**config.mk**
```make
export PLATFORM = sky130hd
export DESIGN_NAME = pill_fill_ctrl
export DESIGN_NICKNAME = d
export VERILOG_FILES = /design/src/rtl/pill_fill_pkg.sv /design/src/rtl/pill_fill_ctrl_bcd_counter.sv /design/src/rtl/pill_fill_ctrl.sv
export SDC_FILE = /design/constraint.sdc
export NUM_CORES = 1
export LEC_CHECK = 0
export ABC_AREA = 0
export CORE_MARGIN = 2
export CORE_UTILIZATION = 40
export DETAILED_ROUTE_END_ITERATION = 10
export GPL_TIMING_DRIVEN = 0
export MAX_ROUTING_LAYER = met4
export SETUP_SLACK_MARGIN = 0.5
export SYNTH_ARGS = -nofsm -noshare
export SYNTH_HDL_FRONTEND = slang
export SYNTH_SLANG_ARGS = --single-unit
```
**constraint.sdc**
```tcl
create_clock -name clk_1khz -period 4.5 [get_ports clk_1khz]
set_clock_uncertainty 0.05 [all_clocks]
set_input_delay 0.45 -clock clk_1khz [delete_from_list [all_inputs] [get_ports clk_1khz]]
set_output_delay 0.45 -clock clk_1khz [all_outputs]
set_load 0.01 [all_outputs]
```
**src/rtl/pill_fill_pkg.sv**
```systemverilog
// Shared encodings and BCD helpers for the pill-bottling controller.
// Optional pause feature is enabled in the top by defining PILL_CTRL_PAUSE_EN.
package pill_fill_pkg;

   typedef enum logic [2:0] {
      ST_SETTING   = 3'd0,
      ST_RUNNING   = 3'd1,
      ST_SWITCHING = 3'd2,
      ST_DONE      = 3'd3,
      ST_ERROR     = 3'd4,
      ST_FATAL     = 3'd5,
      ST_PAUSED    = 3'd6
   } state_e;

   typedef enum logic [1:0] {
      ERR_NONE     = 2'd0,
      ERR_HOPPER   = 2'd1,
      ERR_CONVEYOR = 2'd2
   } err_e;

   typedef enum logic [1:0] {
      BEEP_OFF    = 2'd0,
      BEEP_STEADY = 2'd1,
      BEEP_2HZ    = 2'd2,
      BEEP_4HZ    = 2'd3
   } beep_e;

   function automatic logic [3:0] dig_inc_f(input logic [3:0] d);
      return (d >= 4'd9) ? 4'd0 : d + 4'd1;
   endfunction

   // Ripple-carry BCD increment over up to four digits; callers truncate to their width.
   function automatic logic [15:0] bcd_inc_f(input logic [15:0] v);
      logic [15:0] r;
      logic        c;
      r = v;
      c = 1'b1;
      for (int i = 0; i < 4; i++) begin
         if (c) begin
            r[4*i +: 4] = dig_inc_f(v[4*i +: 4]);
            c = (v[4*i +: 4] >= 4'd9);
         end else begin
            r[4*i +: 4] = v[4*i +: 4];
         end
      end
      return r;
   endfunction

   function automatic logic [1:0] beep_f(input state_e s);
      case (s)
         ST_DONE:  return BEEP_STEADY;
         ST_ERROR: return BEEP_2HZ;
         ST_FATAL: return BEEP_4HZ;
         default:  return BEEP_OFF;
      endcase
   endfunction

endpackage

```
**src/rtl/pill_fill_ctrl_bcd_counter.sv**
```systemverilog
// Multi-digit BCD counter with synchronous clear (dominant) and increment.
module bcd_counter
   import pill_fill_pkg::*;
#(
   parameter int DIGITS = 3
) (
   input  logic                  clk_i,
   input  logic                  rst_ni,
   input  logic                  clr_i,
   input  logic                  inc_i,
   output logic [4*DIGITS-1:0]   count_o
);

   logic [4*DIGITS-1:0] count_q, count_d;

   // Next count: clear beats increment.
   always_comb begin
      count_d = count_q;
      if (clr_i) begin
         count_d = {(4*DIGITS){1'b0}};
      end else if (inc_i) begin
         count_d = (4*DIGITS)'(bcd_inc_f(16'(count_q)));
      end else begin
         count_d = count_q;
      end
   end

   // Count register.
   always_ff @(posedge clk_i or negedge rst_ni) begin
      if (!rst_ni) begin
         count_q <= {(4*DIGITS){1'b0}};
      end else begin
         count_q <= count_d;
      end
   end

   assign count_o = count_q;

endmodule

```
**src/rtl/pill_fill_ctrl.sv**
```systemverilog
// Pill-bottling controller: target entry, pill/bottle counting, changeover and fault sequencing.
// Define PILL_CTRL_PAUSE_EN to add the btn_pause input and the PAUSED state.
module pill_fill_ctrl
   import pill_fill_pkg::*;
#(
   parameter int PILL_DIGITS   = 3,
   parameter int BOTTLE_DIGITS = 2,
   parameter int SWITCH_TICKS  = 2,
   parameter int HOPPER_TICKS  = 5
) (
   input  logic                                         clk_1khz,
   input  logic                                         switch_clr,
   input  logic                                         tick_1s,
   input  logic                                         btn_pos,
   input  logic                                         btn_inc,
   input  logic                                         btn_start,
   input  logic                                         btn_ack,
   input  logic                                         emergency_stop,
   input  logic                                         hopper_pulse,
   input  logic                                         conveyor_ok,
`ifdef PILL_CTRL_PAUSE_EN
   input  logic                                         btn_pause,
`endif
   output logic [2:0]                                   state_o,
   output logic [$clog2(PILL_DIGITS+BOTTLE_DIGITS)-1:0] cursor_o,
   output logic [4*PILL_DIGITS-1:0]                     target_pills_o,
   output logic [4*BOTTLE_DIGITS-1:0]                   target_bottles_o,
   output logic [4*PILL_DIGITS-1:0]                     now_pills_o,
   output logic [4*BOTTLE_DIGITS-1:0]                   now_bottles_o,
   output logic [1:0]                                   err_code_o,
   output logic [1:0]                                   beep_mode_o
);

   localparam int ND = PILL_DIGITS + BOTTLE_DIGITS;
   localparam int CW = $clog2(ND);
   localparam int PW = 4 * PILL_DIGITS;
   localparam int BW = 4 * BOTTLE_DIGITS;
   localparam int HW = $clog2(HOPPER_TICKS + 1);
   localparam int SW = $clog2(SWITCH_TICKS + 1);

   state_e          state_q, state_d;
   err_e            err_q, err_d;
   logic [CW-1:0]   cursor_q, cursor_d, cursor_nxt_s;
   logic [PW-1:0]   tgt_p_q, tgt_p_d, tgt_p_inc_s, now_p_s, p_next_s;
   logic [BW-1:0]   tgt_b_q, tgt_b_d, tgt_b_inc_s, now_b_s, b_next_s;
   logic [HW-1:0]   hop_tmr_q, hop_tmr_d;
   logic [SW-1:0]   sw_tmr_q, sw_tmr_d;
   logic            hop_q;
   logic            pill_edge_s, count_s;
   logic            p_clr_s, p_inc_s, b_clr_s, b_inc_s;
`ifdef PILL_CTRL_PAUSE_EN
   state_e          saved_q, saved_d;
`endif

   assign pill_edge_s  = hopper_pulse & ~hop_q;
   assign p_next_s     = PW'(bcd_inc_f(16'(now_p_s)));
   assign b_next_s     = BW'(bcd_inc_f(16'(now_b_s)));
   assign cursor_nxt_s = (cursor_q == CW'(ND - 1)) ? {CW{1'b0}} : cursor_q + CW'(1);

   for (genvar i = 0; i < PILL_DIGITS; i++) begin : g_pill_dig
      assign tgt_p_inc_s[4*i +: 4] = (btn_inc && cursor_q == CW'(i)) ?
                                     dig_inc_f(tgt_p_q[4*i +: 4]) : tgt_p_q[4*i +: 4];
   end
   for (genvar i = 0; i < BOTTLE_DIGITS; i++) begin : g_btl_dig
      assign tgt_b_inc_s[4*i +: 4] = (btn_inc && cursor_q == CW'(PILL_DIGITS + i)) ?
                                     dig_inc_f(tgt_b_q[4*i +: 4]) : tgt_b_q[4*i +: 4];
   end

   // Next-state and datapath control; emergency stop overrides everything.
   always_comb begin
      state_d   = state_q;
      err_d     = err_q;
      cursor_d  = cursor_q;
      tgt_p_d   = tgt_p_q;
      tgt_b_d   = tgt_b_q;
      hop_tmr_d = hop_tmr_q;
      sw_tmr_d  = sw_tmr_q;
      p_clr_s   = 1'b0;
      p_inc_s   = 1'b0;
      b_clr_s   = 1'b0;
      b_inc_s   = 1'b0;
      count_s   = 1'b0;
`ifdef PILL_CTRL_PAUSE_EN
      saved_d   = saved_q;
`endif
      if (emergency_stop) begin
         state_d = ST_FATAL;
      end else begin
         case (state_q)
            ST_SETTING: begin
               tgt_p_d  = tgt_p_inc_s;
               tgt_b_d  = tgt_b_inc_s;
               cursor_d = btn_pos ? cursor_nxt_s : cursor_q;
               if (btn_start && tgt_p_q != {PW{1'b0}} && tgt_b_q != {BW{1'b0}}) begin
                  state_d   = ST_RUNNING;
                  p_clr_s   = 1'b1;
                  b_clr_s   = 1'b1;
                  hop_tmr_d = HW'(HOPPER_TICKS);
               end else begin
                  state_d = ST_SETTING;
               end
            end
            ST_RUNNING: begin
`ifdef PILL_CTRL_PAUSE_EN
               if (btn_pause) begin
                  state_d = ST_PAUSED;
                  saved_d = ST_RUNNING;
               end else
`endif
               if (pill_edge_s) begin
                  count_s = 1'b1;
               end else if (tick_1s) begin
                  if (hop_tmr_q <= HW'(1)) begin
                     hop_tmr_d = {HW{1'b0}};
                     state_d   = ST_ERROR;
                     err_d     = ERR_HOPPER;
                  end else begin
                     hop_tmr_d = hop_tmr_q - HW'(1);
                  end
               end else begin
                  hop_tmr_d = hop_tmr_q;
               end
            end
            ST_SWITCHING: begin
`ifdef PILL_CTRL_PAUSE_EN
               if (btn_pause) begin
                  state_d = ST_PAUSED;
                  saved_d = ST_SWITCHING;
               end else
`endif
               if (tick_1s) begin
                  if (sw_tmr_q <= SW'(1)) begin
                     sw_tmr_d = {SW{1'b0}};
                     if (conveyor_ok) begin
                        state_d   = ST_RUNNING;
                        hop_tmr_d = HW'(HOPPER_TICKS);
                     end else begin
                        state_d = ST_ERROR;
                        err_d   = ERR_CONVEYOR;
                     end
                  end else begin
                     sw_tmr_d = sw_tmr_q - SW'(1);
                  end
               end else begin
                  sw_tmr_d = sw_tmr_q;
               end
            end
            ST_DONE: begin
               state_d = btn_ack ? ST_SETTING : ST_DONE;
            end
            ST_ERROR: begin
               if (btn_ack) begin
                  state_d = ST_SETTING;
                  err_d   = ERR_NONE;
               end else if (err_q == ERR_HOPPER && pill_edge_s) begin
                  count_s = 1'b1;
               end else if (err_q == ERR_CONVEYOR && conveyor_ok) begin
                  state_d   = ST_RUNNING;
                  err_d     = ERR_NONE;
                  hop_tmr_d = HW'(HOPPER_TICKS);
               end else begin
                  state_d = ST_ERROR;
               end
            end
            ST_FATAL: begin
               if (btn_ack) begin
                  state_d = ST_SETTING;
                  err_d   = ERR_NONE;
               end else begin
                  state_d = ST_FATAL;
               end
            end
`ifdef PILL_CTRL_PAUSE_EN
            ST_PAUSED: begin
               state_d = btn_pause ? saved_q : ST_PAUSED;
            end
`endif
            default: begin
               state_d = ST_SETTING;
               err_d   = ERR_NONE;
            end
         endcase
         // A counted pill may complete a bottle, and that bottle may complete the batch.
         if (count_s) begin
            p_inc_s   = 1'b1;
            hop_tmr_d = HW'(HOPPER_TICKS);
            state_d   = ST_RUNNING;
            err_d     = ERR_NONE;
            if (p_next_s == tgt_p_q) begin
               b_inc_s = 1'b1;
               if (b_next_s == tgt_b_q) begin
                  state_d = ST_DONE;
               end else begin
                  state_d  = ST_SWITCHING;
                  p_clr_s  = 1'b1;
                  sw_tmr_d = SW'(SWITCH_TICKS);
               end
            end else begin
               b_inc_s = 1'b0;
            end
         end else begin
            p_inc_s = 1'b0;
         end
      end
   end

   // Control and target registers.
   always_ff @(posedge clk_1khz or negedge switch_clr) begin
      if (!switch_clr) begin
         state_q   <= ST_SETTING;
         err_q     <= ERR_NONE;
         cursor_q  <= {CW{1'b0}};
         tgt_p_q   <= {PW{1'b0}};
         tgt_b_q   <= {BW{1'b0}};
         hop_tmr_q <= {HW{1'b0}};
         sw_tmr_q  <= {SW{1'b0}};
         hop_q     <= 1'b0;
`ifdef PILL_CTRL_PAUSE_EN
         saved_q   <= ST_SETTING;
`endif
      end else begin
         state_q   <= state_d;
         err_q     <= err_d;
         cursor_q  <= cursor_d;
         tgt_p_q   <= tgt_p_d;
         tgt_b_q   <= tgt_b_d;
         hop_tmr_q <= hop_tmr_d;
         sw_tmr_q  <= sw_tmr_d;
         hop_q     <= hopper_pulse;
`ifdef PILL_CTRL_PAUSE_EN
         saved_q   <= saved_d;
`endif
      end
   end

   bcd_counter #(.DIGITS(PILL_DIGITS)) u_pills (
      .clk_i   (clk_1khz),
      .rst_ni  (switch_clr),
      .clr_i   (p_clr_s),
      .inc_i   (p_inc_s),
      .count_o (now_p_s)
   );

   bcd_counter #(.DIGITS(BOTTLE_DIGITS)) u_bottles (
      .clk_i   (clk_1khz),
      .rst_ni  (switch_clr),
      .clr_i   (b_clr_s),
      .inc_i   (b_inc_s),
      .count_o (now_b_s)
   );

   assign state_o          = state_q;
   assign err_code_o       = err_q;
   assign cursor_o         = cursor_q;
   assign target_pills_o   = tgt_p_q;
   assign target_bottles_o = tgt_b_q;
   assign now_pills_o      = now_p_s;
   assign now_bottles_o    = now_b_s;
   assign beep_mode_o      = beep_f(state_q);

endmodule

```
After elaboration in Yosys (flattened, before gate mapping)
Cells that the tools add are included.

cells by class
  equal/unequal tests = 34
  reduce and logical (&&, ||, !) cells = 32
  $add $sub $neg = 13
  magnitude comparators = 12
  multiplexer cells = 94
  bitwise gates (word level) = 3

operators with widths
  operator                                                               number
  3-bit two-way mux                                                      24
  4-bit two-way mux                                                      16
  4-bit by 1-bit adder with 4-bit output, second input constant          10
  4-bit >= comparator, second input constant                             10
  2-bit two-way mux                                                      19
  3-bit inequality test, second input constant                           12
  4-bit inequality test, second input constant                           7
  1-bit two-way mux                                                      26
  12-bit two-way mux                                                     2
  11-bit AND reduction                                                   2
  3-bit one-hot mux with 6 select lines                                  1
  3-bit AND reduction                                                    6
  8-bit two-way mux                                                      2
  12-bit equality test                                                   1
  3-bit by 2-bit equality test with 1-bit output, second input constant  4
  3-bit one-hot mux with 4 select lines                                  1
  12-bit nonzero test                                                    1
  2-bit one-hot mux with 5 select lines                                  1
  2-bit nonzero test                                                     5
  3-bit equality test, second input constant                             3
  1-bit logical AND                                                      9
  8-bit equality test                                                    1
  8-bit nonzero test                                                     1
  3-bit by 1-bit equality test with 1-bit output, second input constant  2
  other kinds (18)                                                       22

storage, ports and cells
  input port bits = 10
  word-level logic and storage cells = 204
  register bits = 54
  output and inout port bits = 50

Depth between registers and ports, before layout
Gate-level depths: netlist of the first run.

  word-level depth = 17
  gate-level depth with buffers = 13
  mapped depth without buffers = 10

Modules after synthesis
Synthesis of the first run repeated with hierarchy kept, for this count alone.

second synthesis, totals
  cells, all modules = 525
  area, all modules = 4513.1 sq um

by module, submodules not included
  module                   sequential area each (sq um)  times used  cells each  area each (sq um)
  pill_fill_ctrl           850.8                         1           396         3245.6
  bcd_counter (u_pills)    300.3                         1           76          763.2
  bcd_counter (u_bottles)  200.2                         1           53          504.2

Worst setup path before layout of the first run
Ideal clock, no wire load.

  path kind = reg2reg
  start point = reg u_pills.count_q[0] (netlist: u_pills.count_o[0])
  end point = reg u_bottles.count_q[6] (netlist: u_bottles.count_o[6])
  arrival = 2.735 ns
  clock period less this slack = 2.918 ns
  stages on the path, launching flop included = 13
  library setup time = 0.132 ns
  buffers on the path = 2
  path slack = 1.582 ns
  required time = 4.318 ns
  cell sequence = dfrtp_1 inv_1 ha_1 or3b_1 buf_2 o21ai_1 xor2_1 a2111oi_2 nor4b_4 and4_1 clkbuf_1 mux2i_1 o41ai_2

between the ends
  cells in the longest elaborated chain, start to end = 9
  elaborated cells between the ends (all ways) = 12
  those cells by class = add/sub: 1; order compare: 1; eq/ne: 1; mux: 7; reduce/logical: 2

ends and longest elaborated chain
  element                                 line                                      RTL
  start: declaration                      pill_fill_ctrl_bcd_counter.sv:14          logic [4*DIGITS-1:0] count_q, count_d;
  start signal: assignment                pill_fill_ctrl_bcd_counter.sv:31          count_q <= {(4*DIGITS){1'b0}};
  start signal: assignment                pill_fill_ctrl_bcd_counter.sv:33          count_q <= count_d;
  4-bit >= comparator                     pill_fill_pkg.sv:29, pill_fill_pkg.sv:41
  1-bit two-way mux                       pill_fill_pkg.sv:39                       if (c) begin
  4-bit two-way mux                       pill_fill_pkg.sv:39
  12-bit equality test *                  pill_fill_ctrl.sv:189                     if (p_next_s == tgt_p_q) begin
  1-bit two-way mux *                     pill_fill_ctrl.sv:189
  1-bit two-way mux *                     pill_fill_ctrl.sv:184                     if (count_s) begin
  1-bit two-way mux *                     pill_fill_ctrl.sv:86                      if (emergency_stop) begin
  2-bit nonzero test (no source line) *   --
  2-bit AND reduction (no source line) *  --
  end signal: assignment                  pill_fill_ctrl_bcd_counter.sv:31
  end signal: assignment                  pill_fill_ctrl_bcd_counter.sv:33
  end: declaration                        pill_fill_ctrl_bcd_counter.sv:14

Mark *: on every way between the ends. The rest lies on a longest branch, timed or not.
A chain may end at the register's enable or synchronous reset.

Worst setup path in the final report of the first run
  start point = reg u_pills.count_q[4] (netlist: u_pills.count_o[4])
  end point = reg u_bottles.count_q[6] (netlist: u_bottles.count_o[6])

between the ends
  cells in the longest elaborated chain, start to end = 9
  elaborated cells between the ends (all ways) = 12
  those cells by class = add/sub: 1; order compare: 1; eq/ne: 1; mux: 7; reduce/logical: 2

ends and longest elaborated chain
  element                                                                               line
  4-bit by 1-bit adder with 4-bit output / 4-bit >= comparator (equally long branches)  pill_fill_pkg.sv:29, pill_fill_pkg.sv:41
  4-bit two-way mux / 1-bit two-way mux (equally long branches)                         pill_fill_pkg.sv:29, pill_fill_pkg.sv:39
  4-bit two-way mux                                                                     pill_fill_pkg.sv:39
  12-bit equality test *                                                                pill_fill_ctrl.sv:189
  1-bit two-way mux *                                                                   pill_fill_ctrl.sv:189
  1-bit two-way mux *                                                                   pill_fill_ctrl.sv:184
  1-bit two-way mux *                                                                   pill_fill_ctrl.sv:86
  2-bit nonzero test (no source line) *                                                 --
  2-bit AND reduction (no source line) *                                                --

Marked as above.

==> impl_metrics.json, run 1 <==
{
  "status": "finished clean",
  "pre_cts_slack_ns": 1.113,
  "ys_seq_elements": 54,
  "post-route-min-period_ns": 3.447,
  "die-area_mm2": 0.01116,
  "avgSynthCellArea_um2": 8.630,
  "rsz0062_at_grt": "false",
  "drc": 0,
  "max-cap-violations": 0,
  "synth_nets": 529,
  "drive_above_1_share_pct": 5.495,
  "clock_sinks": 54,
  "p_per_area_mw_per_mm2": 445.3,
  "grt_overflow": 0,
  "leakagePower_nw": 2.165,
  "path_max_fanout": 8,
  "h-tree-depth": 2,
  "crit_type": "reg -> reg",
  "cp_slowest_cell": "dfrtp_1",
  "synth-seq-area-share_pct": 32.69,
  "rr_startpoint": "u_pills.count_o[4]$_DFFE_PN0P_",
  "grt_pass1_wl_um": 16720,
  "grt_max_degree": 33,
  "place_congestion": 0.8731,
  "die_height_um": 105.7,
  "setup_ws_ns": 1.053,
  "reg2reg_slack_ns": 1.05,
  "rows": 37,
  "synth_ff_type": "dfrtp_1",
  "clk_latency_ns": 0.32,
  "synth_edf_count": 0,
  "synthArstFlopShare_pct": 100.0,
  "clockBufferDepth": 2,
  "coreArea_mm2": 0.01018,
  "drt-initial-drc-count": 151,
  "placedCellCount": 675,
  "tightest_slew_ns": 1.036,
  "finalNetCount": 596,
  "hpwl_um": 7554,
  "arrival_ns": 3.60,
  "critPathLaunchType": "flip-flop",
  "tns_ns": 0,
  "antenna_left": 0,
  "setup-violations-final": 0,
  "hold_viol": 0,
  "syn-cell-area_mm2": 0.004134,
  "areaGrowthSynthToFinish_pct": 21.49,
  "io_buffers": 59,
  "postCtsHoldBufs": 0,
  "grt_pass1_vias": 3420,
  "worstPathCellList": "inv_1 > ha_1 > nor3b_1 > nor2_1 > o41ai_1 > xor2_1 > nor4b_4 > and4_1 > clkbuf_1 > mux2i_1 > o41ai_2",
  "cts_tree": "built",
  "slowest_delay_ns": 0.51,
  "fin_area_mm2": 0.005022,
  "cts_resized": 0,
  "vias_per_cell": 5.358,
  "diodes": 0,
  "placed_cell_area_mm2": 0.004910,
  "yosysUniqueCellTypes": 65,
  "fp.dieW_um": 105.7,
  "max_freq_ghz": 0.2901,
  "syn_inst": 479,
  "r2r-end": "u_bottles.count_o[6]$_DFFE_PN0P_",
  "max-slew-margin-rel_pct": 30.33,
  "wl_um": 9936,
  "start_util_pct": 40.59,
  "drv_slew": 0,
  "clk_pin_slew_worst_paths_ns": 0.11,
  "numCtsBuffers": 5,
  "num_vias": 3654,
  "peakVddDrop_mv": 0.2090,
  "end_kind": "flip-flop",
  "drt-wirelength-per-cell_um": 14.57,
  "grtUsageTotal_pct": 18.69,
  "postCtsSetupBuffers": 0,
  "stdcell_count": 682,
  "io_pins": 60,
  "worstPathRequired_ns": 4.65,
  "antenna_found_initial": 0,
  "ys_warn_count": 0,
  "min_period_over_period_pct": 76.60,
  "cts_root_buffer": "clkbuf_8",
  "holdCritPathClass": "in -> async",
  "reg2regPathDepth": 11,
  "firstDrtPassIters": 4
}
layout by cell type, fill, tap and decap left out, types with 7 or more instances in the layout:
| master | Yosys | final |
|---|---|---|
| nand3_1 | 17 | 17 |
| nor4_1 | 7 | 7 |
| nor2b_1 | 8 | 8 |
| a21oi_1 | 22 | 22 |
| inv_1 | 40 | 40 |
| mux2_2 | 7 | 7 |
| nand2b_1 | 10 | 10 |
| clkbuf_1 | 10 | 10 |
| a211oi_1 | 9 | 9 |
| o31ai_1 | 8 | 8 |
| mux2i_1 | 9 | 9 |
| nand2_1 | 41 | 41 |
| a31oi_1 | 7 | 7 |
| nor3b_1 | 7 | 7 |
| o21ai_0 | 35 | 35 |
| dfrtp_1 | 54 | 54 |
| clkdlybuf4s50_1 | 0 | 58 |
| xnor2_1 | 13 | 13 |
| xor2_1 | 8 | 8 |
| nor2_1 | 38 | 38 |
| ha_1 | 40 | 40 |
synthesized netlist by cell type (4+ instances only):
master | number | area share, %
nor3_1 | 5 | 0.61
nor4_1 | 7 | 1.1
inv_1 | 40 | 3.6
nor3b_1 | 7 | 1.3
ha_1 | 40 | 12
and3_1 | 5 | 0.76
mux2i_1 | 9 | 2.2
o21ai_0 | 35 | 4.2
nand2b_1 | 10 | 1.5
xor2_1 | 8 | 1.7
nand2_1 | 41 | 3.7
o31ai_1 | 8 | 1.5
and2_1 | 4 | 0.61
a211oi_1 | 9 | 1.6
a21o_1 | 5 | 0.91
a31oi_1 | 7 | 1.1
xnor2_1 | 13 | 2.8
clkbuf_1 | 10 | 0.91
a21oi_1 | 22 | 2.7
mux2_2 | 7 | 1.9
nand3b_1 | 4 | 0.73
nor2_1 | 38 | 3.5
dfrtp_1 | 54 | 33
nor2b_1 | 8 | 1.2
nand4_1 | 5 | 0.76
nand3_1 | 17 | 2.1
kinds of logic (layout without fill, tap and decap cells):
| family | count (synthesis) | count (layout) | share of synthesized area (%) |
|---|---|---|---|
| AND/OR/NAND/NOR | 172 | 172 | 22.16 |
| AO/OA/AOI/OAI | 121 | 121 | 19.25 |
| buffers and inverters | 55 | 122 | 5.266 |
| flip-flops | 54 | 54 | 32.69 |
| adder cells (fa/ha/maj) | 40 | 40 | 12.11 |
| XOR/XNOR | 21 | 21 | 4.449 |
| multiplexers | 16 | 16 | 4.086 |
layout make-up:
class | count | area (um^2)
clock buffers | 6 | 82.58
fillers | 999 | 5162
repair buffers | 60 | 605.6
multi-input cells | 370 | 2565
clock inverters | 1 | 30.03
flip-flops and latches | 54 | 1351
inverters | 41 | 153.9
well taps | 136 | 170.2
plain buffers | 14 | 63.81
where the power goes:
part           switching [W]  leakage, nW  internal [W]
sequential          0.000180        0.704      0.000592
combinational       0.000579         1.40      0.000536
clock               0.000171       0.0573      0.000179
sequential cells by signal, summed over array words and instances, names as in the netlist:
signal and count:
hop_tmr_q 3, sw_tmr_q 2, state_o 3, u_pills.count_o 12
target_bottles_o 8, hop_q 1, cursor_o 3, err_code_o 2
u_bottles.count_o 8, target_pills_o 12
worst max-delay path by stage:
stage / startpoint / to / slack (ns) / depth (start not counted)
floorplan: u_pills.count_o[0]$_DFFE_PN0P_ / u_bottles.count_o[6]$_DFFE_PN0P_ / 1.58 / 12
global placement: switch_clr / state_o[2]$_DFFE_PN0P_ / 1.06 / 1
detailed placement: u_pills.count_o[4]$_DFFE_PN0P_ / u_pills.count_o[4]$_DFFE_PN0P_ / 1.11 / 11
CTS: u_pills.count_o[4]$_DFFE_PN0P_ / u_pills.count_o[9]$_DFFE_PN0P_ / 1.09 / 11
global route: u_pills.count_o[4]$_DFFE_PN0P_ / u_pills.count_o[9]$_DFFE_PN0P_ / 0.91 / 11
finish: u_pills.count_o[4]$_DFFE_PN0P_ / u_bottles.count_o[6]$_DFFE_PN0P_ / 1.05 / 11
per-stage QoR:
step           total power (W)  hold slack, ns  util (%)
4_1_cts               0.002251         0.08676     49.31
3_5_place_dp          0.001896          0.4329     48.21
3_3_place_gp          0.001859          0.4522     48.06
2_1_floorplan         0.001468          0.1044         -
5_1_grt               0.002431         0.09978     49.31
6_report              0.002236         0.06757     49.31
worst max-delay path: cells and delay by family, from the launching register on:
| kind | cells | cell delay [ns] |
|---|---|---|
| buffers and inverters | 2 | 0.49 |
| AO/OA/AOI/OAI | 2 | 0.54 |
| flip-flops | 1 | 0.51 |
| adder cells (fa/ha/maj) | 1 | 0.19 |
| XOR/XNOR | 1 | 0.17 |
| AND/OR/NAND/NOR | 4 | 1.10 |
| multiplexers | 1 | 0.28 |
per-layer routing:
layer / track usage [%] / routed length [um] / vias up
met2: 29.86 / 4649 / 70
met3: 2.288 / 339 / 5
li1: - / - / 1826
met5: - / 0 / -
met4: 3.383 / 78 / 0
met1: 25.88 / 4868 / 1753
No activity file was read; power rests on OpenSTA's default activity.
==> run 2: changes to the inputs <==
- clock period: 4.5 -> 3.3 ns (I/O delays scaled with it)
==> run 2 against run 1 <==
- flip-flop and latch count unchanged
- critical path type unchanged
- worst setup slack got worse by 0.85 ns
- combinational power increased by 70%
- cell count increased by 2.6%
- worst hold slack improved by 0.36 ns
- non-clock buffer count increased by 18
- register-to-register slack got worse by 0.85 ns
- sequential share of layout area decreased by 1.6 points
- core utilization increased by 3.4 points
- clock power increased by 8.0%
- global-route usage increased by 1.2 points
==> impl_metrics.json, run 2 (synthesized netlist as in run 1, its figures left out) <==
{
  "status": "finished clean",
  "firstDrtPassIters": 5,
  "drt-initial-drc-count": 140,
  "max-slew-margin-rel_pct": 34.98,
  "finalNetCount": 614,
  "placed_cell_area_mm2": 0.004921,
  "p_switching_w": 0.001441,
  "nFillCells": 952,
  "hpwl_um": 7913,
  "numCtsBuffers": 5,
  "grt_pass1_wl_um": 17570,
  "num_vias": 3869,
  "path_buf_inv": 6,
  "hold_viol": 0,
  "vias_per_cell": 5.527,
  "holdCritPathClass": "in -> reg",
  "min_period_over_period_pct": 93.92,
  "cp_slowest_cell": "dfrtp_2",
  "setup-violations-final": 0,
  "path_max_fanout": 5,
  "seq_area_mm2": 0.001356,
  "cts_tree": "built",
  "multi_input_area_mm2": 0.002754,
  "h-tree-depth": 2,
  "start_util_pct": 40.59,
  "leakagePower_nw": 2.283,
  "rsz0062_at_grt": "true",
  "die_height_um": 105.7,
  "crit_type": "reg -> reg",
  "path_common_cell": "buf_6",
  "io_pins": 60,
  "drt-wirelength-per-cell_um": 15.73,
  "antenna_found_initial": 0,
  "grt_overflow": 0,
  "pwr-share-seq_pct": 31.7,
  "worstPathRequired_ns": 3.46,
  "p_clk_share_pct": 11.3,
  "drv_slew": 0,
  "wl_um": 11010,
  "fin_area_mm2": 0.005370,
  "tightest_slew_ns": 0.9665,
  "critPathLaunchType": "flip-flop",
  "drc": 0,
  "io_buffers": 59,
  "antenna_left": 0,
  "place_congestion": 0.8505,
  "areaGrowthSynthToFinish_pct": 29.90,
  "clk_pin_slew_worst_paths_ns": 0.10,
  "arrival_ns": 3.26,
  "max_freq_ghz": 0.3226,
  "cts_root_buffer": "clkbuf_8",
  "rows": 37,
  "worstPathCellList": "inv_2 > ha_4 > or3b_4 > buf_6 > nand2_4 > buf_6 > a31oi_4 > a2111oi_2 > nor4b_4 > buf_4 > nand3_4 > buf_6 > o21ai_4 > buf_6 > nor2_1",
  "setup_ws_ns": 0.2006,
  "coreArea_mm2": 0.01018,
  "grt_max_degree": 32,
  "post-route-util_pct": 52.73,
  "clockBufferDepth": 2,
  "grtUsageTotal_pct": 19.90,
  "peakVddDrop_mv": 0.3159,
  "post-route-min-period_ns": 3.099,
  "combinationalPowerShare_pct": 57.0,
  "end_kind": "flip-flop",
  "diodes": 0,
  "grt_pass1_vias": 3599,
  "fp.dieW_um": 105.7,
  "slowest_delay_ns": 0.46,
  "total_power_w": 0.003339,
  "clk_latency_ns": 0.31,
  "final_common_cell": "clkdlybuf4s50_1",
  "drive_above_1_share_pct": 15.07,
  "switching_share_pct": 43.17,
  "critPathTopFamily": "simple AND/OR/NAND/NOR gates",
  "clock_sinks": 54,
  "die-area_mm2": 0.01116,
  "final_cell_mix": "58 x clkdlybuf4s50_1, 50 x dfrtp_1, 39 x nand2_1",
  "worst_hold_slack_ns": 0.4278,
  "max-cap-violations": 0,
  "p_per_area_mw_per_mm2": 621.7,
  "pre_cts_slack_ns": -0.2451,
  "p_int_w": 0.001898
}
==> run 2: cell types whose count changed in the layout (fill, tap and decap cells not counted), moves of 3 or more <==
cell,delta
dfrtp_2,+4
dfrtp_1,-4
o21ai_1,-3
nor2_1,-6
inv_1,-3
nor2_2,+6
buf_6,+7
buf_4,+12
inv_2,+3
==> run 2: routing by layer <==
| metal | part of all wire [%] | track usage (%) |
|---|---|---|
| met1 | 46 | 26.15 |
| met2 | 48 | 32.49 |
| met3 | 4.8 | 2.659 |
| met4 | 1.2 | 5.263 |
| met5 | 0 | - |
==> run 2: through the flow <==
step / TNS, ns / std cells
6_report: 0 / 700
4_1_cts: 0 / 697
3_5_place_dp: -2.783 / 675
3_3_place_gp: -3.623 / 674
2_1_floorplan: 0 / 479
5_1_grt: 0 / 700
==> run 2: what timing repair did <==
action,CTS,global route
endpoints found under the hold margin,23,0
buffers inserted,13,3
cloned,1,0
pin swaps,6,7
hold buffers,1,0
resized for setup,43,19
endpoints found under the setup margin,24,30
==> run 2: worst paths after layout <==
check,startpoint,endpoint,slack [ns],depth (start not counted)
worst max-delay path,u_pills.count_o[0]$_DFFE_PN0P_,u_pills.count_o[1]$_DFFE_PN0P_,0.20,15
worst min-delay path,hopper_pulse,hop_q$_DFF_PN0_,0.43,1
worst max register to register,u_pills.count_o[0]$_DFFE_PN0P_,u_pills.count_o[1]$_DFFE_PN0P_,0.20,15
worst min register to register,hop_tmr_q[2]$_DFFE_PN0P_,hop_tmr_q[2]$_DFFE_PN0P_,0.48,1
max in group asynchronous,switch_clr,u_bottles.count_o[5]$_DFFE_PN0P_,2.10,3
min in group asynchronous,switch_clr,target_pills_o[1]$_DFFE_PN0P_,0.50,2
==> run 2: final cells by class <==
type                       instances  area share [%]
timing repair buffer              78           14.19
multi-input combinational        370           51.28
tap                              136           3.169
buffer                            14           1.817
sequential                        54           25.26
inverter                          41           2.866
clock buffer                       7           1.421
==> run 2: power groups by stage <==
stage | clock network [W] | logic, W | registers (W)
6_report | 0.000377 | 0.00190 | 0.00106
5_1_grt | 0.000412 | 0.00208 | 0.00110
4_1_cts | 0.000394 | 0.00182 | 0.00106
3_5_place_dp | 0 | 0.00153 | 0.00107
3_3_place_gp | 0 | 0.00149 | 0.00107
2_1_floorplan | 0 | 0.000945 | 0.00106
==> run 3: changes to the inputs <==
- clock period: 3.3 -> 2.7 ns (I/O delays scaled with it)
==> run 3 against run 2 <==
- maximum frequency up 0.51%
- the run now ends with setup timing left
- worst setup slack worse by 0.58 ns
- largest power group unchanged
- non-clock buffer count increased by 10
- power rose by 31%
- wire length down 0.31%
- first-iteration DRC count rose by 13%
==> impl_metrics.json, run 3 (synthesized netlist as in run 1, its figures left out) <==
{
  "rows": 37,
  "wl_um": 10980,
  "cts_root_buffer": "clkbuf_8",
  "num_vias": 3810,
  "drive_above_1_share_pct": 20.35,
  "grt_overflow": 0,
  "drt-wirelength-per-cell_um": 15.44,
  "antenna_found_initial": 0,
  "h-tree-depth": 2,
  "tightest_slew_ns": 0.6288,
  "diodes": 0,
  "failed_checks": "setup timing",
  "grt_pass1_vias": 3650,
  "placed_cell_area_mm2": 0.004964,
  "place_congestion": 0.8513,
  "worstPathRequired_ns": 2.85,
  "finalNetCount": 624,
  "fp.dieW_um": 105.7,
  "hold_viol": 0,
  "io_buffers": 59,
  "min_period_over_period_pct": 114.2,
  "crit_type": "reg -> reg",
  "vias_per_cell": 5.359,
  "clock_sinks": 54,
  "final_common_cell": "clkdlybuf4s50_1",
  "grt_pass1_wl_um": 18040,
  "arrival_ns": 3.23,
  "p_per_area_mw_per_mm2": 785.5,
  "clk_latency_ns": 0.32,
  "tns_ns": -6.729,
  "grtUsageTotal_pct": 20.37,
  "max-cap-violations": 0,
  "peakVddDrop_mv": 0.4507,
  "antenna_left": 0,
  "areaGrowthSynthToFinish_pct": 35.20,
  "pre_cts_slack_ns": -0.7430,
  "clockBufferDepth": 2,
  "end_kind": "flip-flop",
  "hpwl_um": 7831,
  "max-slew-margin-rel_pct": 58.08,
  "leakagePower_nw": 2.367,
  "holdCritPathClass": "in -> reg",
  "grt_max_degree": 31,
  "nFillCells": 944,
  "firstDrtPassIters": 4,
  "fin_area_mm2": 0.005589,
  "status": "finished, violations left",
  "drc": 0,
  "path_max_fanout": 5,
  "die-area_mm2": 0.01116,
  "critPathLaunchType": "flip-flop",
  "io_pins": 60,
  "drt-initial-drc-count": 158,
  "rsz0062_at_grt": "true",
  "setup_ws_ns": -0.3838,
  "start_util_pct": 40.59,
  "clk_pin_slew_worst_paths_ns": 0.11,
  "max_freq_ghz": 0.3243,
  "final_cell_mix": "57 x clkdlybuf4s50_1, 40 x nand2_1, 39 x dfrtp_1",
  "coreArea_mm2": 0.01018,
  "post-route-min-period_ns": 3.084,
  "drv_slew": 0,
  "numCtsBuffers": 5,
  "die_height_um": 105.7,
  "setup-violations-final": 24,
  "cts_tree": "built"
}
run 3: cell count changes in the layout (fill, tap and decap cells not counted), sizes merged:
cell | before | now
buf | 24 | 36
clkbuf | 16 | 14
bufinv | 0 | 1
clkdlybuf4s50 | 58 | 57
dlygate4sd2 | 0 | 1
run 3: worst paths after layout:
path | start | endpoint | slack (ns) | cells past startpoint
setup / recovery | u_pills.count_o[0]$_DFFE_PN0P_ | u_bottles.count_o[6]$_DFFE_PN0P_ | -0.38 | 13
hold / removal | hopper_pulse | hop_q$_DFF_PN0_ | 0.36 | 1
setup reg to reg | u_pills.count_o[0]$_DFFE_PN0P_ | u_bottles.count_o[6]$_DFFE_PN0P_ | -0.38 | 13
hold reg to reg | hop_tmr_q[2]$_DFFE_PN0P_ | hop_tmr_q[2]$_DFFE_PN0P_ | 0.49 | 1
max in group asynchronous | switch_clr | u_bottles.count_o[5]$_DFFE_PN0P_ | 1.54 | 3
min in group asynchronous | switch_clr | hop_q$_DFF_PN0_ | 0.45 | 2
run 3: report_power, final:
group          switching (W)  leakage (nW)  internal (W)
clock               0.000289        0.0585      0.000303
sequential          0.000297         0.685       0.00100
combinational        0.00125          1.62       0.00124
total                0.00184          2.37       0.00255
run 3: per-stage QoR:
step / power [W] / cells / util [%] / hold WS [ns]
global route: 0.004731 / 711 / 54.88 / 0.3321
detailed placement: 0.003232 / 675 / 48.73 / 0.2896
finish: 0.004390 / 711 / 54.88 / 0.3602
global placement: 0.003180 / 674 / 48.59 / 0.4520
floorplan: 0.002498 / 479 / - / -0.07559
CTS: 0.004096 / 696 / 52.59 / 0.3458
run 3: layout make-up:
class | count | area (um^2) | share of cell area, %
Multi-Input combinational cell | 370 | 2838 | 50.77
Timing Repair Buffer | 88 | 832.0 | 14.89
Tap cell | 136 | 170.2 | 3.045
Clock inverter | 1 | 30.03 | 0.5373
Inverter | 41 | 156.4 | 2.798
Sequential cell | 54 | 1370 | 24.51
Clock buffer | 7 | 86.33 | 1.545
Buffer | 14 | 106.4 | 1.903
run 3: timing repair:
action                                  in CTS  in global routing
cloned                                       0                  1
endpoints found under the setup margin      55                 39
pin swaps                                   12                 11
resized for setup                           45                 32
setup buffers                               12                 14
hold buffers                                 1                  0
endpoints found under the hold margin       24                  0
run 3: per-layer routing:
| metal | vias to the layer above | GRT usage, % | routed length, um |
|---|---|---|---|
| li1 | 1895 | - | - |
| met5 | - | - | 0 |
| met4 | 0 | 6.297 | 150 |
| met3 | 9 | 2.721 | 381 |
| met1 | 1838 | 27.79 | 5173 |
| met2 | 68 | 31.61 | 5269 |
run 3: worst max-delay path, stage by stage (launching register included):
cell and delay [ns]:
dfrtp_2 0.46, ha_2 0.22, or3b_4 0.37, buf_6 0.14, nand2_4 0.07, buf_6 0.12
a31oi_4 0.09, a2111oi_4 0.34, nor4b_4 0.31, buf_4 0.17, and4_1 0.20, clkbuf_8 0.14
mux2i_1 0.21, o41ai_2 0.09
==> RTL change 1: new RTL, settings of run 2 <==
Set the parameter `SWITCH_TICKS` to 4 (it was 2).
--- a/src/rtl/pill_fill_ctrl.sv
+++ b/src/rtl/pill_fill_ctrl.sv
@@ -5,7 +5,7 @@
 #(
    parameter int PILL_DIGITS   = 3,
    parameter int BOTTLE_DIGITS = 2,
-   parameter int SWITCH_TICKS  = 2,
+   parameter int SWITCH_TICKS  = 4,
    parameter int HOPPER_TICKS  = 5
 ) (
    input  logic                                         clk_1khz,
Check against the original RTL: not equivalent (a bounded check fails within 10 cycles, from zero or initial values).
==> RTL change 1 against run 2 <==
- the run now ends with negative hold slack left
- cell area is 6.5% higher
- power is 2.0% higher
- synthesized area is 5.2% higher
- sequential cell count is 1 higher
- setup slack better by 0.10 ns
- synthesized cell count is 6.7% higher
- wire length is 9.0% higher
- combinational power is 3% higher
- highest routed layer unchanged
==> RTL change 1: results (changes against run 2) <==
[placed_design]
place_congestion=0.895  ; +5.2%
port_buffers=59  ; unchanged
postPlaceCellArea_sq_um=5210  ; +5.8%
dp_hpwl_um=8490  ; +7.3%

[detailed_routing]
dr.pass1.iters=5  ; unchanged
vias=4199  ; +8.5%
routed_wl_um=12000  ; +9.0%
drt_iter0_markers=271  ; +94%

[clock_tree]
numCtsBuffers=5  ; unchanged
h-tree-depth=2  ; unchanged
clk_latency_ns=0.34  ; +0.03 ns
cts_root_buf=clkbuf_8
clk_transition_reported_paths_ns=0.13  ; +0.03 ns

[power_and_ir_drop]
peakVddDrop_uv=297  ; -6.1%
p_leak_nw=2.39  ; +4.6%
swShare=0.429  ; -0.00280

[logic_synthesis]
ys_seq_area_frac=0.316  ; -0.0105
synth.distinct_cells=70  ; +7.7%
synth_fp_nets=563  ; +6.4%
netlist_top_cells_count=55 x dfrtp_1, 47 x o21ai_0, 42 x ha_1, 40 x inv_1, 40 x nand2_1
yosys-top-cells-area=dfrtp_1 32%, ha_1 12%, o21ai_0 5.4%
synth_ff_type=dfrtp_1
synth_edf_count=0  ; unchanged

[setup_path]
cp_slowest_stage_delay_ns=0.49  ; +0.03 ns
cpMaxStageDelayCell=dfrtp_2
r2r_end=u_pills.count_o[11]
rr_worst_depth=10  ; -5
rrSetupSlack_ns=0.30  ; +0.10 ns
worst-path-max-fanout=7  ; +2
worstPathArrival_ns=3.14  ; -0.12 ns
timing.rr.start=u_pills.count_o[8]

[final_layout]
layout-drive-gt1-share=0.183  ; +0.0328
nets=656  ; +6.8%

[timing]
hold_ws_ns=-0.0122  ; -0.440 ns
tightest_slew_ns=0.713  ; -0.253 ns
hold_viol=19  ; +19

[run_status]
violations=negative hold slack
outcome=finished, violations left

[global_route]
grt_max_degree=29  ; -9.4%
grt_pass1_vias=3849  ; +6.9%
antenna_found_initial=0  ; unchanged
grt_usage=0.210  ; +0.0107
grt_pass1_wl_um=19100  ; +8.8%

[min_path]
hp-class=in2async

-- RTL change 1: cell families after synthesis --
family,Yosys count,share of synthesized area
AOI/OAI and AO/OA,146,0.219
adders and majority gates,42,0.121
muxes,10,0.0242
and+or+nand+nor,191,0.246
xor gates and xnor gates,11,0.0221
buffers and inverters,56,0.0515
DFF,55,0.316
-- RTL change 1: power groups by stage --
stage | sequential, W | clock, W | combinational, W
2_1_floorplan | 0.00106 | 0 | 0.00102
3_3_place_gp | 0.00106 | 0 | 0.00155
3_5_place_dp | 0.00107 | 0 | 0.00160
4_1_cts | 0.00103 | 0.000430 | 0.00179
5_1_grt | 0.00106 | 0.000455 | 0.00214
6_report | 0.00103 | 0.000420 | 0.00195
-- RTL change 1: area by class of cell --
type,instances,area [sq um]
timing repair buffer,86,805
clock buffer,5,68.8
inverter,40,150
tap,140,175
clock inverter,3,22.5
buffer,16,92.6
fill,1033,5030
sequential,55,1380
multi-input combinational,400,3020
-- RTL change 1: repair_timing --
| action | in CTS | in global routing |
|---|---|---|
| setup endpoints to repair | 25 | 25 |
| cloned | 1 | 0 |
| buffers inserted | 15 | 10 |
| gates resized for setup | 28 | 28 |
| hold endpoints to repair | 0 | 0 |
| pin swaps | 12 | 8 |
-- RTL change 1: metal layers --
metal  share of wire  vias to the layer above  global-route usage
met1            0.46                     2051               0.276
met5               0                        -                   -
li1                -                     2049                   -
met2            0.49                       83               0.341
met3           0.034                       16              0.0307
met4           0.014                        0              0.0504
-- RTL change 1: how the worst max path moves through the flow --
stage / from / to / slack [ns] / depth (start not counted)
3_3_place_gp: switch_clr / u_pills.count_o[4] / -0.33 / 1
4_1_cts: u_pills.count_o[4] / u_pills.count_o[11] / 0.31 / 11
3_5_place_dp: btn_ack / u_pills.count_o[11] / -0.15 / 9
6_report: u_pills.count_o[8] / u_pills.count_o[11] / 0.30 / 10
2_1_floorplan: u_pills.count_o[4] / u_pills.count_o[11] / 0.49 / 10
5_1_grt: u_pills.count_o[8] / u_pills.count_o[11] / 0.23 / 9
-- RTL change 1: critical path, delay by kind of cell (launching register included) --
kind	cells	cell delay, ns
flops	1	0.49
buf+inv	2	0.29
fa+ha+maj	1	0.16
compound gates	5	1.03
simple gates	2	0.85
-- RTL change 1: stage by stage --
step / total power [W] / setup WS, ns / std cells
after floorplan: 0.00208 / 0.490 / 511
after global placement: 0.00261 / -0.325 / 710
after detailed placement: 0.00266 / -0.147 / 711
after CTS: 0.00326 / 0.311 / 735
after global routing: 0.00366 / 0.226 / 745
final: 0.00340 / 0.300 / 745
==> RTL change 2: new RTL, settings of run 2 <==
Without the edit above. Register the output `err_code_o` once more, without a reset; this adds one clock of latency there. The other outputs are not delayed to match.
--- a/src/rtl/pill_fill_ctrl.sv
+++ b/src/rtl/pill_fill_ctrl.sv
@@ -250,7 +250,9 @@
    );
 
    assign state_o          = state_q;
-   assign err_code_o       = err_q;
+   always_ff @(posedge clk_1khz) begin
+      err_code_o <= err_q;
+   end
    assign cursor_o         = cursor_q;
    assign target_pills_o   = tgt_p_q;
    assign target_bottles_o = tgt_b_q;
Check against the original RTL: not equivalent (a bounded check fails within 10 cycles, from zero or initial values).
==> RTL change 2 against run 2 <==
- synthesized area grew 6.4%
- cell area grew 6.4%
- setup slack lost 0.14 ns
- power grew 4.9%
- critical path depth shrank 5
- sequential cell count grew 2
- critical path type unchanged
- wire length grew 12%
- sequential share of layout area shrank 0.73 points
==> RTL change 2: results (changes against run 2) <==
[setup_path]
rr_worst_depth=10  ; -5
r2r_end=u_pills.count_o[8]
worstPathArrival_ns=3.39  ; +0.13 ns
rrSetupSlack_ns=0.06  ; -0.14 ns
timing.rr.start=u_pills.count_o[4]
worst-path-max-fanout=5  ; unchanged
cpMaxStageDelayCell=or4_4
cp_slowest_stage_delay_ns=0.50  ; +0.04 ns
crit_family=simple AND/OR/NAND/NOR gates

[logic_synthesis]
synth.distinct_cells=77  ; +18%
yosys-top-cells-area=dfrtp_1 31%, ha_1 11%, o21ai_0 5.7%
async_reset_ff_frac=0.964  ; -0.0357
netlist_top_cells_count=54 x dfrtp_1, 50 x o21ai_0, 45 x nand2_1, 40 x ha_1, 35 x inv_1
yosysWarnings=0  ; unchanged
synthCells=512  ; +6.9%
synth_fp_nets=562  ; +6.2%
ys_seq_area_frac=0.316  ; -0.0106

[clock_tree]
numCtsBuffers=5  ; unchanged
hold_buffers=1  ; unchanged
cts_resized=17  ; -60%
cts_root_buf=clkbuf_8
clk_transition_reported_paths_ns=0.10  ; about the same
clk_latency_ns=0.32
cts_max_path_buffers=2  ; unchanged
h-tree-depth=2  ; unchanged
post_cts_buffers=9  ; -4

[global_route]
use_met1=0.286  ; +0.0244
met3_usage=0.0347  ; +0.00808
grt_pass1_vias=3995  ; +11%
grt_pass1_wl_um=19600  ; +12%
grt_max_degree=35  ; +9.4%
antenna_found_initial=0  ; unchanged
grt_usage=0.215  ; +0.0158
use_met2=0.334  ; +0.00874

[timing]
tightest_slew_ns=1.21  ; +0.239 ns
hold_ws_ns=0.365  ; -0.0632 ns
min_period_over_period=0.982  ; +0.0429

[placed_design]
dp_hpwl_um=8700  ; +10%
place_congestion=0.886  ; +4.2%
port_buffers=59  ; unchanged
postPlaceCellArea_sq_um=5220  ; +6.1%
dp_cells=713  ; +5.6%
preCtsSetupSlack_ns=-0.346  ; -0.101 ns

[final_layout]
nets=658  ; +7.2%
layout-drive-gt1-share=0.169  ; +0.0184
diodes=0  ; unchanged

[run_status]
outcome=finished clean

[min_path]
hold_depth=0  ; -1
min_from=err_q[0]
hp-class=reg2reg
min_to=err_code_o[0]

[power_and_ir_drop]
p_leak_nw=2.30  ; +0.61%
swShare=0.406  ; -0.0253
peakVddDrop_uv=332  ; +5.2%

[detailed_routing]
routed_wl_um=12300  ; +12%
vias=4269  ; +10%
vias_per_cell=5.70  ; +3.1%
drt_iter0_markers=296  ; +110%
dr.pass1.iters=7  ; +2

-- RTL change 2: cell count changes in the layout (fill, tap and decap cells not counted), sizes merged, moves of 6 or more --
cell          run 2  this run
buf              24        33
inv              41        35
nor3              5        18
o21ai            38        50
o31ai             8         2
xnor2            13         7
-- RTL change 2: per-layer routing --
layer | vias to the layer above | routed length (um) | share of wire
met5 | - | 0 | 0
met1 | 2075 | 5650 | 0.46
li1 | 2045 | - | -
met3 | 22 | 604 | 0.049
met2 | 127 | 5880 | 0.48
met4 | 0 | 197 | 0.016
-- RTL change 2: logic make-up after synthesis --
family / Yosys count / synth area share
compound gates: 127 / 0.186
xor+xnor: 13 / 0.0259
fa+ha+maj: 40 / 0.114
buf+inv: 52 / 0.0466
flops: 56 / 0.316
mux: 15 / 0.0356
simple gates: 209 / 0.276
-- RTL change 2: final cells by class --
cell class,count,area (sq um)
fill,1007,5080
multi-input combinational,404,2960
sequential,56,1400
timing repair buffer,89,845
tap,140,175
inverter,35,134
clock buffer,7,96.3
buffer,17,76.3
clock inverter,1,30.0
-- RTL change 2: worst max-delay path by stage --
stage | start | end | depth (start not counted)
after detailed placement | u_pills.count_o[0] | u_pills.count_o[10] | 11
after CTS | u_pills.count_o[4] | u_bottles.count_o[1] | 10
after global placement | u_pills.count_o[0] | u_pills.count_o[8] | 11
final | u_pills.count_o[4] | u_pills.count_o[8] | 10
after floorplan | u_pills.count_o[5] | u_pills.count_o[0] | 10
after global routing | u_pills.count_o[5] | u_pills.count_o[8] | 10
-- RTL change 2: power groups by stage --
stage	combinational [W]	sequential (W)	clock [W]
floorplan	0.000939	0.00113	0
global placement	0.00151	0.00114	0
detailed placement	0.00155	0.00115	0
CTS	0.00167	0.00113	0.000521
global route	0.00206	0.00116	0.000551
finish	0.00187	0.00112	0.000507
